--- src/rtl/apb_completer.sv ---
// APB completer: DEPTH-word register file plus a read-only transfer counter at idx DEPTH,
// with WAIT_CYCLES wait states per access and pslverr on bad addresses or counter writes.
module apb_completer #(
   parameter int DEPTH       = 16,
   parameter int WAIT_CYCLES = 1
) (
   input  logic        pclk,
   input  logic        preset,
   input  logic        psel,
   input  logic        penable,
   input  logic        pwrite,
   input  logic [32:0] paddr,
   input  logic [31:0] pwdata,
   output logic        pready,
   output logic [31:0] prdata,
   output logic        pslverr
);

   localparam int IW = (DEPTH > 1) ? $clog2(DEPTH) : 1;

   typedef enum logic {IDLE, ACCESS} state_t;

   state_t      state_q, state_d;
   logic [31:0] addr_q;
   logic        write_q;
   logic [31:0] wdata_q;
   logic [3:0]  wcnt_q, wcnt_d;
   logic        pready_q, pready_d;
   logic        pslverr_q, pslverr_d;
   logic [31:0] prdata_q, prdata_d;
   logic [31:0] xfer_cnt_q, xfer_cnt_d;
   logic        load;
   logic [31:0] mem_q [DEPTH];

   // With zero wait states the response is formed at the setup edge, before the
   // request is latched, so decode straight from the bus while in IDLE.
   logic [31:0] req_addr;
   logic        req_write;
   logic [29:0] req_idx;
   logic        req_err;
   logic [31:0] rd_word;
   logic [31:0] resp_data;

   assign req_addr  = (state_q == IDLE) ? paddr[31:0] : addr_q;
   assign req_write = (state_q == IDLE) ? pwrite : write_q;
   assign req_idx   = req_addr[31:2];
   assign req_err   = (req_addr[1:0] != 2'b00) || (req_idx > 30'(DEPTH)) ||
                      (req_write && (req_idx == 30'(DEPTH)));
   assign rd_word   = (req_idx < 30'(DEPTH)) ? mem_q[req_idx[IW-1:0]] : xfer_cnt_q;
   assign resp_data = (req_err || req_write) ? 32'd0 : rd_word;

   logic do_commit;
   logic do_write;
   assign do_commit = (state_q == ACCESS) && psel && penable && pready_q;
   assign do_write  = do_commit && write_q && !pslverr_q;

   always_comb begin
      state_d    = state_q;
      wcnt_d     = wcnt_q;
      pready_d   = pready_q;
      pslverr_d  = pslverr_q;
      prdata_d   = prdata_q;
      xfer_cnt_d = xfer_cnt_q;
      load       = 1'b0;
      case (state_q)
         IDLE: begin
            pready_d  = 1'b0;
            pslverr_d = 1'b0;
            prdata_d  = 32'd0;
            if (psel && !penable) begin
               load    = 1'b1;
               state_d = ACCESS;
               wcnt_d  = 4'(WAIT_CYCLES);
               if (WAIT_CYCLES == 0) begin
                  pready_d  = 1'b1;
                  pslverr_d = req_err;
                  prdata_d  = resp_data;
               end
            end
         end
         ACCESS: begin
            if (!psel) begin
               state_d   = IDLE;
               pready_d  = 1'b0;
               pslverr_d = 1'b0;
               prdata_d  = 32'd0;
            end else if (penable) begin
               if (pready_q) begin
                  xfer_cnt_d = xfer_cnt_q + 32'd1;
                  state_d    = IDLE;
                  pready_d   = 1'b0;
                  pslverr_d  = 1'b0;
                  prdata_d   = 32'd0;
               end else if (wcnt_q > 4'd1) begin
                  wcnt_d = wcnt_q - 4'd1;
               end else begin
                  wcnt_d    = 4'd0;
                  pready_d  = 1'b1;
                  pslverr_d = req_err;
                  prdata_d  = resp_data;
               end
            end
            // psel=1, penable=0: stall, everything holds
         end
         default: state_d = IDLE;
      endcase
   end

   always_ff @(posedge pclk) begin
      if (preset) begin
         state_q    <= IDLE;
         addr_q     <= 32'd0;
         write_q    <= 1'b0;
         wdata_q    <= 32'd0;
         wcnt_q     <= 4'd0;
         pready_q   <= 1'b0;
         pslverr_q  <= 1'b0;
         prdata_q   <= 32'd0;
         xfer_cnt_q <= 32'd0;
      end else begin
         state_q    <= state_d;
         wcnt_q     <= wcnt_d;
         pready_q   <= pready_d;
         pslverr_q  <= pslverr_d;
         prdata_q   <= prdata_d;
         xfer_cnt_q <= xfer_cnt_d;
         if (load) begin
            addr_q  <= paddr[31:0];
            write_q <= pwrite;
            wdata_q <= pwdata;
         end
      end
   end

   always_ff @(posedge pclk) begin
      if (preset) begin
         for (int i = 0; i < DEPTH; i++) mem_q[i] <= 32'd0;
      end else if (do_write) begin
         mem_q[addr_q[IW+1:2]] <= wdata_q;
      end
   end

   assign pready  = pready_q;
   assign pslverr = pslverr_q;
   assign prdata  = prdata_q;

endmodule

--- config.mk ---
export PLATFORM = sky130hd
export DESIGN_NAME = apb_completer
export DESIGN_NICKNAME = d
export VERILOG_FILES = /design/src/rtl/apb_completer.sv
export SDC_FILE = /design/constraint.sdc
export NUM_CORES = 1
export LEC_CHECK = 0
export BUFFER_PORTS_ARGS = -buffer_cell sky130_fd_sc_hd__buf_4
export CAP_MARGIN = 20
export CORE_ASPECT_RATIO = 1.1
export CORE_MARGIN = 1
export CORE_UTILIZATION = 50
export CTS_BUF_LIST = sky130_fd_sc_hd__clkbuf_8
export DETAILED_ROUTE_END_ITERATION = 8
export HOLD_SLACK_MARGIN = 0.06
export PLACE_DENSITY_LB_ADDON = 0.15
export SLEW_MARGIN = 30
export SYNTH_ARGS = -nofsm -noshare
export SYNTH_HDL_FRONTEND = slang
export SYNTH_SLANG_ARGS = --single-unit
--- constraint.sdc ---
create_clock -name pclk -period 2.48 [get_ports pclk]
set_input_delay 0.372 -clock pclk [delete_from_list [all_inputs] [get_ports pclk]]
set_output_delay 0.372 -clock pclk [all_outputs]
set_load 0.02 [all_outputs]
==> reports/results.txt <==
clk root buf: clkbuf_8
clock slew at reported path FFs: 0.06 ns
Sinks on Clock Net: 648
vias in the first global route: 21200
nets: 2976
R2R setup slack: 0.05 ns
largest family of logic cells by synthesized area: simple AND/OR/NAND/NOR gates
die width: 232 um
crit path kind: register to register
DRC violations left: 0
hold path start: pwdata[9]
crit share post-route: 0.980
CP endpoint kind: register
Layout Cells excl Fill: 3746
CP required: 3.09 ns
post-synthesis async set-or-reset flop share: 0
Seq/Total Area, Yosys: 0.620
Power Density: 662 nW/um2
setup_tns: 0 ns
crit path max fanout: 13
initial antenna violation count: 1
Static Leak: 13.4 nW
Synth Area in Compound Gates: 0.0764
initial DRC count: 1941
Syn Inst Count: 2645
final hold violation count: 0
syn avg cell area: 11.0 um2
first-pass GRT wire length: 128 mm
Simple-Gate Fraction of Synth Area: 0.233
Cell variety after synth: 54
Avg Vias per Cell: 5.68
Synth Area in XOR/XNOR: 0.00811
main flop type after synthesis: edfxtp_1
final setup fails: 0
CP arrival: 3.04 ns
status: completed
Tightest Pin Transition: 0.889 ns
Rows: 92
Peak VDD IR: 0.000524 V
area of the multi-input gates: 10500 um2
GRT Total Usage: 0.288
DRT antenna net count: 0
post-detail-place hpwl: 53.3 mm
CTS tree: yes
H-tree Lvls: 3
gpl congestion: 0.823
die footprint: 59300 um2
Layout Skew: 0.0400 ns
FF+latch area: 18100 um2
Syn. warnings: 0
fin. max-slew vios: 0
Fillers: 4543
port bufs: 102
TritonCTS Buffers: 108
Max Freq: 0.411 GHz
via count: 21300
Detailed Route WL: 85.2 mm
Max Cap Viol: 0
worst min path class: input pin to register
grt ovf: 0
design area: 35400 um2
starting density of the core: 0.508
startpoint types: register
clk buf depth: 3
IO Pins: 104
largest net degree at the start of global routing: 89
Chip Height: 255 um
net count after synthesis: 2718
Max transition margin: 0.405
Cells after DPL: 3462
reg2reg start: state_q
Synth Area in Adders: 0.00129
crit path time final: 2.43 ns
Final Util: 0.616
drt wl/cell: 22.7 um
#FFs+latches synth: 648
post-synthesis mux area share: 0.0304
Post-synth EDFFs: 512
drt pass-1 iters: 6
dpl cell area: 32300 um2
Worst Setup Slack post-DPL: -0.298 ns
clock latency on the worst-skew pair: 0.72 ns
area delta synth->final: 21.3%
core box area: 57400 um2
fraction of layout cells with a size suffix above 1: 0.177
crit path from: state_q
mapped cell area: 29200 um2
slack of the critical path: 0.0496 ns
critical path, stage by stage, from the launching register on:
cell and delay (ns):
dfxtp_4 0.43, buf_12 0.16, mux2_8 0.42, buf_12 0.18, buf_12 0.16, mux2i_1 0.14
o22ai_1 0.12, o31a_1 0.31, a31oi_1 0.24, o221ai_2 0.13
per-layer routing:
layer  up-vias  GRT usage  wire length, um
li1       9758          -                -
met1     10600      0.382            35000
met2       756      0.468            41000
met3       187     0.0339             5080
met4         0      0.139             4130
met5         -          0                0
sequential cells by signal, indices dropped and copies added, names as in the netlist:
register	count
state_q	1
write_q	1
wdata_q	32
xfer_cnt_q	32
pslverr	1
prdata	32
addr_q	32
pready	1
wcnt_q	4
mem_q	512
cells in the final DEF (no fill, tap or decap), types with 43 or more instances in the layout:
cell / instances
inv_1: 57
and2_1: 513
dlygate4sd3_1: 69
edfxtp_1: 512
a21oi_1: 135
mux2i_1: 80
buf_4: 214
clkbuf_8: 119
nand2_1: 567
nand3_1: 112
dfxtp_1: 134
nor2_1: 43
buf_12: 62
final timing paths:
kind | end | cells past startpoint
min | wdata_q[9] | 4
max reg2reg | prdata[13] | 9
min reg2reg | addr_q[6] | 2
max | prdata[13] | 9
stage by stage:
stage          hold WS (ns)  power (mW)
2_1_floorplan         0.431        13.3
3_5_place_dp          0.447        14.4
3_3_place_gp          0.438        14.4
4_1_cts               0.376        23.5
6_report              0.437        23.4
5_1_grt               0.437        24.2
synth_stat cells (all sizes together), types with 2 or more instances:
cell,instances,area share
nand2,567,0.073
and2,513,0.11
edfxtp,512,0.53
clkbuf,180,0.023
dfxtp,136,0.093
a21oi,135,0.023
nand3,115,0.020
mux2i,83,0.028
nor2,56,0.0072
o22ai,32,0.0069
o221ai,31,0.016
buf,29,0.0057
nor3,27,0.0048
o41ai,24,0.0072
a41o,23,0.0079
a32oi,18,0.0054
o21ai,17,0.0029
or2,17,0.0036
xnor2,17,0.0051
nand4,10,0.0021
xor2,10,0.0030
a31oi,9,0.0019
inv,9,0.0012
nor4,8,0.0017
o31a,8,0.0024
nand2b,7,0.0015
and3,6,0.0013
nand3b,6,0.0015
mux2,5,0.0019
o21a,5,0.0013
or3,5,0.0011
and4,4,0.0012
nor3b,4,0.0010
ha,3,0.0013
nor4b,3,0.0011
o31ai,2,0.00051
or4b,2,0.00081
cells by family after synthesis:
kind of cell	count (synthesis)
mux	88
compound gates	306
simple gates	1355
buf+inv	218
fa+ha+maj	3
xor+xnor	27
flops	648
where the power goes:
group | internal [mW] | leakage, nW | switching (mW)
Clock | 4.64 | 1.24 | 4.39
Combinational | 0.882 | 5.75 | 1.28
Sequential | 12.0 | 6.40 | 0.221
what timing repair did:
| item | CTS | global route |
|---|---|---|
| hold buffers | 69 | 0 |
| endpoints found under the hold margin | 80 | 0 |
| setup endpoints to repair | 266 | 80 |
| setup buffers | 0 | 11 |
| gates resized for setup | 11 | 23 |
| cloned | 0 | 3 |
| pin swaps | 0 | 5 |
final cells by class:
cell class                      count  area share
Timing Repair Buffer              356       0.105
Sequential cell                   648       0.511
Antenna cell                        2    0.000141
Clock inverter                     80      0.0119
Inverter                            9    0.000954
Multi-Input combinational cell   1780       0.298
Tap cell                          752      0.0266
Clock buffer                      119      0.0463
Power figures use the tool's default switching activity.
